## config.mk

```make
export PLATFORM = sky130hd
export DESIGN_NAME = obstacle_lane_bank
export DESIGN_NICKNAME = d
export VERILOG_FILES = /design/src/rtl/obstacle_lane_bank_pkg.sv /design/src/rtl/obstacle_lane_bank_lane_step.sv /design/src/rtl/obstacle_lane_bank.sv
export SDC_FILE = /design/constraint.sdc
export NUM_CORES = 1
export LEC_CHECK = 0
export ABC_CLOCK_PERIOD_IN_PS = 7200
export CORE_MARGIN = 2
export CORE_UTILIZATION = 35
export CTS_CLUSTER_SIZE = 12
export DETAILED_ROUTE_END_ITERATION = 10
export HOLD_SLACK_MARGIN = 0.05
export PLACE_DENSITY = 0.66
export SETUP_SLACK_MARGIN = 0.5
export SLEW_MARGIN = 20
export SYNTH_ARGS = -nofsm -noshare
export SYNTH_HDL_FRONTEND = slang
export SYNTH_SLANG_ARGS = --single-unit
```

## constraint.sdc

```tcl
create_clock -name clk -period 7.2 [get_ports clk]
set_input_delay 1.44 -clock clk [delete_from_list [all_inputs] [get_ports clk]]
set_output_delay 1.44 -clock clk [all_outputs]
set_load 0.02 [all_outputs]
```

## src/rtl/obstacle_lane_bank_pkg.sv

```systemverilog
// Shared types and helpers for the obstacle lane bank.
package obstacle_lane_bank_pkg;

    // Lane motion mode: reverse at a bound, or reappear at the opposite bound.
    typedef enum logic {
        MODE_BOUNCE = 1'b0,
        MODE_WRAP   = 1'b1
    } lane_mode_t;

    // Sweep sequencer states.
    typedef enum logic {
        IDLE  = 1'b0,
        SWEEP = 1'b1
    } sweep_state_t;

    // Clamp a value into [lo, hi]; used on configured positions.
    function automatic int unsigned clamp_range(input int unsigned v,
                                                input int unsigned lo,
                                                input int unsigned hi);
        if (v < lo) return lo;
        if (v > hi) return hi;
        return v;
    endfunction

endpackage

```

## src/rtl/obstacle_lane_bank_lane_step.sv

```systemverilog
// Single-lane motion step: current pos/speed/dir/mode -> next pos, next dir, event.
// One instance is shared by every lane through the sweep mux.
module lane_step
    import obstacle_lane_bank_pkg::*;
#(
    parameter int unsigned POS_W   = 10,
    parameter int unsigned SPEED_W = 4,
    parameter int unsigned MIN_POS = 16,
    parameter int unsigned MAX_POS = 400
) (
    input  logic [POS_W-1:0]   pos,
    input  logic [SPEED_W-1:0] speed,
    input  logic               dir,
    input  logic               mode,
    output logic [POS_W-1:0]   next_pos,
    output logic               next_dir,
    output logic               evt
);
    // Two guard bits keep pos +/- speed free of overflow and sign ambiguity.
    localparam int unsigned NW = POS_W + 2;
    localparam logic signed [NW-1:0] LO  = NW'(MIN_POS);
    localparam logic signed [NW-1:0] HI  = NW'(MAX_POS);
    localparam logic signed [NW-1:0] ONE = NW'(1);

    logic signed [NW-1:0] p;
    logic signed [NW-1:0] s;
    logic signed [NW-1:0] n;
    logic signed [NW-1:0] r;

    // Advance one step, resolving bound crossings by bounce or wrap; clamp protects illegal speeds.
    always_comb begin
        p        = NW'(pos);
        s        = NW'(speed);
        n        = dir ? (p - s) : (p + s);
        r        = n;
        next_dir = dir;
        evt      = 1'b0;
        if (!dir && (n > HI)) begin
            evt = 1'b1;
            if (lane_mode_t'(mode) == MODE_WRAP) begin
                r = LO + (n - HI - ONE);
                if (r > HI) r = HI;
            end else begin
                r        = HI;
                next_dir = 1'b1;
            end
        end else if (dir && (n < LO)) begin
            evt = 1'b1;
            if (lane_mode_t'(mode) == MODE_WRAP) begin
                r = HI - (LO - n - ONE);
                if (r < LO) r = LO;
            end else begin
                r        = LO;
                next_dir = 1'b0;
            end
        end
        next_pos = r[POS_W-1:0];
    end

endmodule

```

## src/rtl/obstacle_lane_bank.sv

```systemverilog
// Bank of independent obstacle lanes advanced one lane per cycle on each frame tick.
module obstacle_lane_bank
    import obstacle_lane_bank_pkg::*;
#(
    parameter int unsigned NUM_LANES = 4,
    parameter int unsigned POS_W     = 10,
    parameter int unsigned SPEED_W   = 4,
    parameter int unsigned MIN_POS   = 16,
    parameter int unsigned MAX_POS   = 400,
    localparam int unsigned LANE_W   = (NUM_LANES > 1) ? $clog2(NUM_LANES) : 1
) (
    input  logic                       clk,
    input  logic                       rst,
    input  logic                       tick,
    input  logic                       pause,
    input  logic                       cfg_we,
    input  logic [LANE_W-1:0]          cfg_lane,
    input  logic [POS_W-1:0]           cfg_pos,
    input  logic [SPEED_W-1:0]         cfg_speed,
    input  logic                       cfg_dir,
    input  logic                       cfg_mode,
    output logic [NUM_LANES*POS_W-1:0] pos_flat,
    output logic [NUM_LANES-1:0]       dir_flat,
    output logic [NUM_LANES-1:0]       edge_evt,
    output logic                       busy,
    output logic                       done,
    output logic                       overrun
);
    localparam logic [LANE_W-1:0] LAST_IDX = LANE_W'(NUM_LANES - 1);

    logic [POS_W-1:0]   pos_q   [NUM_LANES];
    logic [SPEED_W-1:0] speed_q [NUM_LANES];
    logic               dir_q   [NUM_LANES];
    lane_mode_t         mode_q  [NUM_LANES];

    sweep_state_t      state_q, state_d;
    logic [LANE_W-1:0] idx_q, idx_d;
    logic              pend_q, pend_d;
    logic              ovr_q, ovr_d;
    logic              tick_v;
    logic              collide;

    logic [POS_W-1:0]   cur_pos;
    logic [SPEED_W-1:0] cur_speed;
    logic               cur_dir;
    lane_mode_t         cur_mode;
    logic [POS_W-1:0]   step_pos;
    logic               step_dir;
    logic               step_evt;

    // Select the lane currently being swept into the shared stepper.
    always_comb begin
        cur_pos   = pos_q[0];
        cur_speed = speed_q[0];
        cur_dir   = dir_q[0];
        cur_mode  = mode_q[0];
        for (int unsigned i = 0; i < NUM_LANES; i++) begin
            if (idx_q == LANE_W'(i)) begin
                cur_pos   = pos_q[i];
                cur_speed = speed_q[i];
                cur_dir   = dir_q[i];
                cur_mode  = mode_q[i];
            end
        end
    end

    lane_step #(
        .POS_W   (POS_W),
        .SPEED_W (SPEED_W),
        .MIN_POS (MIN_POS),
        .MAX_POS (MAX_POS)
    ) u_step (
        .pos      (cur_pos),
        .speed    (cur_speed),
        .dir      (cur_dir),
        .mode     (logic'(cur_mode)),
        .next_pos (step_pos),
        .next_dir (step_dir),
        .evt      (step_evt)
    );

    assign tick_v  = tick & ~pause;
    assign collide = cfg_we && (cfg_lane == idx_q);

    // Lane registers: a config write takes priority over the sweep step on the same lane.
    always_ff @(posedge clk) begin
        if (rst) begin
            for (int unsigned i = 0; i < NUM_LANES; i++) begin
                pos_q[i]   <= POS_W'(MIN_POS);
                speed_q[i] <= '0;
                dir_q[i]   <= 1'b0;
                mode_q[i]  <= MODE_BOUNCE;
            end
        end else begin
            for (int unsigned i = 0; i < NUM_LANES; i++) begin
                if (cfg_we && (cfg_lane == LANE_W'(i))) begin
                    pos_q[i]   <= POS_W'(clamp_range(32'(cfg_pos), MIN_POS, MAX_POS));
                    speed_q[i] <= cfg_speed;
                    dir_q[i]   <= cfg_dir;
                    mode_q[i]  <= lane_mode_t'(cfg_mode);
                end else if ((state_q == SWEEP) && (idx_q == LANE_W'(i))) begin
                    pos_q[i] <= step_pos;
                    dir_q[i] <= step_dir;
                end
            end
        end
    end

    // Sequencer state, lane index, pending-tick flag and sticky overrun.
    always_ff @(posedge clk) begin
        if (rst) begin
            state_q <= IDLE;
            idx_q   <= '0;
            pend_q  <= 1'b0;
            ovr_q   <= 1'b0;
        end else begin
            state_q <= state_d;
            idx_q   <= idx_d;
            pend_q  <= pend_d;
            ovr_q   <= ovr_d;
        end
    end

    // Next-state: a tick arriving on the final lane counts as pending and restarts the sweep.
    always_comb begin
        state_d = state_q;
        idx_d   = idx_q;
        pend_d  = pend_q;
        ovr_d   = ovr_q;
        unique case (state_q)
            IDLE: begin
                if (tick_v) begin
                    state_d = SWEEP;
                    idx_d   = '0;
                end
            end
            SWEEP: begin
                if (tick_v && pend_q) ovr_d = 1'b1;
                if (idx_q == LAST_IDX) begin
                    idx_d  = '0;
                    pend_d = 1'b0;
                    if (!(pend_q || tick_v)) state_d = IDLE;
                end else begin
                    idx_d  = idx_q + LANE_W'(1);
                    pend_d = pend_q | tick_v;
                end
            end
            default: begin
                state_d = IDLE;
            end
        endcase
    end

    // Outputs: flattened lane state, step event (suppressed on collision), status flags.
    always_comb begin
        pos_flat = '0;
        dir_flat = '0;
        edge_evt = '0;
        for (int unsigned i = 0; i < NUM_LANES; i++) begin
            pos_flat[i*POS_W +: POS_W] = pos_q[i];
            dir_flat[i]                = dir_q[i];
            if ((state_q == SWEEP) && (idx_q == LANE_W'(i)) && step_evt && !collide)
                edge_evt[i] = 1'b1;
        end
        busy    = (state_q == SWEEP);
        done    = (state_q == SWEEP) && (idx_q == LAST_IDX);
        overrun = ovr_q;
    end

endmodule
```

==> results of run 1 <==
-- registers in the layout, summed over array words and instances (netlist names) --
signal	count
pend_q	1
busy	1
dir_q	4
idx_q	2
overrun	1
mode_q	4
pos_q	40
speed_q	16
-- worst max path at each step --
stage	slack [ns]	from	cells past startpoint	end
2_1_floorplan	0.99	idx_q[0]	20	edge_evt[0]
3_3_place_gp	0.56	idx_q[1]	18	edge_evt[3]
3_5_place_dp	0.42	idx_q[1]	19	edge_evt[0]
4_1_cts	0.53	idx_q[1]	20	edge_evt[0]
5_1_grt	0.72	idx_q[1]	19	edge_evt[1]
6_report	1.02	idx_q[1]	19	edge_evt[1]
-- cells in the final DEF, fill, tap and decap left out, types with 3 or more instances in the layout --
| cell type | instances |
|---|---|
| dfxtp_1 | 3 |
| or4_1 | 6 |
| o31a_1 | 4 |
| nand2b_1 | 4 |
| o22ai_1 | 13 |
| a2bb2oi_1 | 4 |
| o21ai_1 | 14 |
| and3_1 | 8 |
| nor2b_1 | 11 |
| clkinvlp_4 | 3 |
| edfxtp_1 | 64 |
| clkbuf_16 | 9 |
| a31oi_1 | 10 |
| o21ai_0 | 24 |
| o2bb2ai_1 | 4 |
| a211oi_1 | 5 |
| a21oi_1 | 21 |
| nor4b_1 | 3 |
| nand3_1 | 18 |
| and2_1 | 19 |
| mux2i_1 | 16 |
| or3_1 | 5 |
| mux2_2 | 4 |
| ha_4 | 3 |
| dlymetal6s2s_1 | 4 |
| buf_4 | 18 |
| nor2_1 | 40 |
| nor3b_1 | 4 |
| nand2_1 | 63 |
| a211o_1 | 3 |
| o22ai_2 | 3 |
| nor4_1 | 5 |
| xnor2_1 | 10 |
| inv_1 | 29 |
| nor3_1 | 22 |
| clkdlybuf4s50_1 | 69 |
| ha_1 | 13 |
| o211ai_1 | 5 |
-- through the flow --
stage	util	hold WS, ns	area, sq um	total power (W)	cells
global placement	0.4176	0.4701	6001	0.0009798	793
global route	0.4516	0.5540	6489	0.001505	816
detailed placement	0.4176	0.4917	6001	0.0009794	793
CTS	0.4442	0.5032	6382	0.001419	810
finish	0.4516	0.4957	6489	0.001445	816
floorplan	-	0.4860	5085	0.0008200	551
-- logic make-up after synthesis --
| logic type | share of synthesized area |
|---|---|
| AND/OR/NAND/NOR | 0.2200 |
| flip-flops | 0.3976 |
| adder cells (fa/ha/maj) | 0.04183 |
| AO/OA/AOI/OAI | 0.2219 |
| buffers and inverters | 0.04724 |
| multiplexers | 0.04035 |
| XOR/XNOR | 0.03101 |
-- power by group --
| part | switching (W) | internal, W |
|---|---|---|
| sequential | 0.0000212 | 0.000467 |
| clock | 0.000165 | 0.000265 |
| combinational | 0.000326 | 0.000201 |
-- layout make-up --
cell class | instances | area share
Clock buffer | 9 | 0.03471
Clock inverter | 7 | 0.01022
Inverter | 30 | 0.01735
Multi-Input combinational cell | 426 | 0.4553
Sequential cell | 69 | 0.3120
Tap cell | 184 | 0.03548
Timing Repair Buffer | 91 | 0.1350
-- worst max-delay path, stage by stage (launching register included) --
cell	delay, ns
dfxtp_2	0.40
inv_1	0.12
ha_4	0.24
mux2i_1	0.18
a221o_2	0.49
xnor2_2	0.25
inv_1	0.11
ha_1	0.22
nor2b_1	0.13
o21ai_0	0.15
o311a_1	0.34
a22o_4	0.22
nand3_1	0.09
and2_1	0.27
o41ai_4	0.37
nand2_1	0.15
nand2_1	0.18
nand2_1	0.12
nor2_1	0.13
dlymetal6s2s_1	0.24
-- layer usage --
metal  track usage  wire length, um  up-vias  share of wire
li1              -                -     2236              -
met1        0.2959             7285     2283           0.44
met2        0.3031             7247      302           0.44
met3       0.04338             1604       34          0.096
met4       0.09187              520        0          0.031
met5             0                0        -              0
-- what timing repair did --
item,4_1_cts,5_1_grt
setup endpoints to repair,4,4
resized for setup,14,14
setup buffers,1,6
cloned,0,0
hold buffers,0,0
pin swaps,3,4
==> flow_summary.toml, run 1 <==
[floorplan]
die_area_sq_um = 15510
io_pins = 74
initial_core_util = 0.3539
die_h_um = 124.5
core_area_sq_um = 14370
rows = 44
die_w_um = 124.5

[worst_setup_path]
cp-end-kind = "output port"
cp.required_ns = 5.76
reg2reg_from = "idx_q[0]"
crit_type = "reg -> out"
timing.rr.end = "pos_q[1][6]"
cp_max_fo = 13
reg2reg_slack_ns = 1.51
arrival_ns = 4.74
ff2ff_path_depth = 20
startpoint_type = "flip-flop"

[global_routing]
grt.total_usage = 0.2076
antenna_found_initial = 0
grt_max_degree = 21
grt_overflow_total = 0
grt_pass1_vias = 4501
grt_pass1_wl_mm = 25.21

[pwr]
power_density_nw_per_um2 = 222.7
vdd_ir_drop_max_mv = 0.1458
power.leakage_nw = 2.402

[finish]
multi_input_area_sq_um = 2954
seq_area_sq_um = 2024
layout-drive-gt1-share = 0.1123
area_delta_synth_final_pct = 27.61
diodes = 0
fill_cells = 1371
num-nets-final = 667

[logic_synthesis]
yosysTopAreaCell = "edfxtp_1"
ys_seq_area_frac = 0.3976
syn_inst = 551
ys.flop_type = "edfxtp_1"
ys_seq_elements = 69
synth_top_area_frac = 0.3780
synth.most_common_cell = "edfxtp_1"
yosysWarnings = 0
synth_area_sq_um = 5085
synth_edf_count = 64
synth_commonest_cells = "edfxtp_1, nand2_1, nor2_1"
yosys-top-cells-area = "edfxtp_1, nand2_1, ha_1"
syn_nets = 591
syn_area_per_cell_sq_um = 9.228
async_flop_share = 0
yosysUniqueCellTypes = 77

[timing]
finalHoldViolCount = 0
worstMarginPinSlew_ns = 0.8139
slew_headroom = 0.4532
layout_setup_ws_ns = 1.022
slew_viol_final = 0
rsz0062_at_grt = "no"
finalCritPeriodShare = 0.8580
clock_skew_ns = 0.008032
period_needed_ns = 6.178
tns_ns = 0
max_clock_freq_ghz = 0.1619
setup_viol = 0

[clock_tree]
cts_sinks = 69
cts_root_buf = "clkbuf_16"
clock_path_buffers = 2
clk_latency_ns = 0.34
cts_buffers = 9
h-tree-depth = 3
clk_pin_slew_ns = 0.05
tritoncts = "yes"

[place]
hpwl_mm = 12.81
place_congestion = 0.9445
place.port_buffers = 73
place_ws_ns = 0.4165

[routing]
wirelength_mm = 16.66
final_antenna_net_count = 0
vias_per_cell = 5.950
post-route-drc-count = 0
first_pass_iters = 5
drt_iter0_markers = 390
via_count = 4855
wl_per_cell_um = 20.41

[min_path]
hold_class = "reg -> reg"
hold_depth = 2
min_to = "overrun"
worstHoldStart = "overrun"

[outcome]
outcome = "completed"

[run]
drv_cap = 0
Power figures use the tool's default switching activity.
==> run 2: changes to the inputs <==
--- a/config.mk
+++ b/config.mk
@@ -10,8 +10,9 @@
 export CORE_UTILIZATION = 35
 export CTS_CLUSTER_SIZE = 12
 export DETAILED_ROUTE_END_ITERATION = 10
+export DONT_BUFFER_PORTS = 1
 export HOLD_SLACK_MARGIN = 0.05
-export PLACE_DENSITY = 0.66
+export PLACE_DENSITY = 0.6
 export SETUP_SLACK_MARGIN = 0.5
 export SLEW_MARGIN = 20
 export SYNTH_ARGS = -nofsm -noshare
==> run 2 against run 1 <==
Setup slack worse by 0.23 ns. Non-clock buffer count down 80. Critical path depth down 1. Sequential power up 4.1%. Flip-flop and latch count unchanged. Maximum frequency down 3.5%. Sequential share of layout area up 4.1 points. Largest cell class unchanged. Largest power group is now the clock network.
==> flow_summary.toml, run 2 (synthesized netlist as in run 1, its figures left out) <==
[worst_setup_path]
reg2reg_from = "idx_q[1]"
timing.rr.end = "pos_q[3][0]"
cp_max_fo = 9
cp.required_ns = 5.76
startpoint = "idx_q[1]"
crit_type = "reg -> out"
cp-end-kind = "output port"
reg2reg_slack_ns = 0.98
startpoint_type = "flip-flop"
ff2ff_path_depth = 19
arrival_ns = 4.96
worstSetupEndpoint = "edge_evt[3]"

[timing]
finalCritPeriodShare = 0.8893
finalHoldViolCount = 0
period_needed_ns = 6.403
setup_viol = 0
worstMarginPinSlew_ns = 0.8770
slew_headroom = 0.4109
rsz0062_at_grt = "no"
max_clock_freq_ghz = 0.1562
slew_viol_final = 0
clock_skew_ns = 0.006687
tns_ns = 0

[floorplan]
rows = 44
io_pins = 74
initial_core_util = 0.3539
core_area_sq_um = 14370
die_area_sq_um = 15510
die_h_um = 124.5
die_w_um = 124.5

[finish]
mostFrequentLayoutCells = "edfxtp_1, nand2_1, nor2_1"
final_area_sq_um = 5720
layout_commonest_cell = "edfxtp_1"
num-nets-final = 587
utilization = 0.3981
largest_registers = "pos_q x40, speed_q x16"
area_delta_synth_final_pct = 12.50
largest_register_ffs = 40
fin_cells = 736
layout-drive-gt1-share = 0.1196
diodes = 0
regMostFlops = "pos_q"

[clock_tree]
cts_sinks = 69
clk_latency_ns = 0.34
cts_buffers = 9
h-tree-depth = 3
cts_root_buf = "clkbuf_16"
clk_pin_slew_ns = 0.06
tritoncts = "yes"
clock_path_buffers = 2

[pwr]
vdd_ir_drop_max_mv = 0.1467
power_density_nw_per_um2 = 260.2
power.leakage_nw = 2.036
power_w = 0.001488

[routing]
final_antenna_net_count = 0
post-route-drc-count = 0
via_count = 4636
wirelength_mm = 17.09
wl_per_cell_um = 23.22
first_pass_iters = 5
vias_per_cell = 6.299
drt_iter0_markers = 606

[place]
dp_cells = 715
place_congestion = 0.9403
hpwl_mm = 13.00
place.port_buffers = 0
place_area_sq_um = 5233

[global_routing]
antenna_found_initial = 0
grt_overflow_total = 0
grt.total_usage = 0.2146
grt_pass1_vias = 4405
grt_max_degree = 26
grt_pass1_wl_mm = 25.81

[outcome]
outcome = "completed"

[min_path]
hold_class = "reg -> reg"

[run]
drv_cap = 0
[run 2: cell types whose count changed in the layout (fill, tap and decap cells not counted), moves of 4 or more]
| cell | previous run | this run |
|---|---|---|
| clkdlybuf4s50_1 | 69 | 0 |
| buf_4 | 18 | 11 |
| dlymetal6s2s_1 | 4 | 0 |
| nor2_1 | 40 | 36 |
[run 2: worst min-delay path by stage]
| stage | slack (ns) | depth (start not counted) | startpoint | end |
|---|---|---|---|---|
| after floorplan | 0.49 | 2 | pend_q | overrun |
| after global placement | 0.52 | 2 | pend_q | pend_q |
| after detailed placement | 0.52 | 2 | pend_q | pend_q |
| after CTS | 0.53 | 2 | pend_q | pend_q |
| after global routing | 0.56 | 2 | pend_q | overrun |
| final | 0.53 | 2 | pend_q | pend_q |
[run 2: area by class of cell]
type	count	area (sq um)
Fill cell	1405	8648
Multi-Input combinational cell	426	2927
Sequential cell	69	2022
Tap cell	184	230.2
Clock buffer	9	225.2
Clock inverter	7	121.4
Inverter	30	112.6
Timing Repair Buffer	11	82.58
[run 2: critical path: stages, from the launching register on]
cell     delay [ns]
dfxtp_1        0.35
inv_1          0.12
ha_2           0.25
buf_4          0.22
mux2i_1        0.25
nor2_1         0.06
a21oi_1        0.19
o21ai_0        0.17
ha_2           0.40
or2_2          0.35
o311a_1        0.38
a22o_4         0.30
a21o_1         0.18
and2_1         0.28
o41ai_4        0.37
nand2_1        0.14
nand2_2        0.21
nand2_2        0.18
nor2_4         0.20
[run 2: power breakdown]
part	switching, W	internal, W
Sequential	0.0000415	0.000467
Combinational	0.000300	0.000158
Clock	0.000182	0.000340
[run 2: layer usage]
metal | part of all wire | wire (um) | global-route usage | vias to the layer above
li1 | - | - | - | 2078
met1 | 0.44 | 7460 | 0.2947 | 2269
met2 | 0.44 | 7564 | 0.3282 | 254
met3 | 0.10 | 1714 | 0.06229 | 35
met4 | 0.020 | 349 | 0.06411 | 0
met5 | 0 | 0 | 0 | -
[run 2: repair_timing]
item                       4_1_cts  5_1_grt
gates resized for setup         13       13
hold buffers                     0        0
pin swaps                        1        2
buffers inserted                 1        4
setup endpoints to repair        4       13
[run 2: per-stage QoR]
stage	hold slack, ns	setup slack (ns)
6_report	0.5289	0.7972
5_1_grt	0.5603	0.5446
4_1_cts	0.5267	0.5407
3_5_place_dp	0.5150	0.5872
3_3_place_gp	0.5184	0.6714
2_1_floorplan	0.4860	0.9890
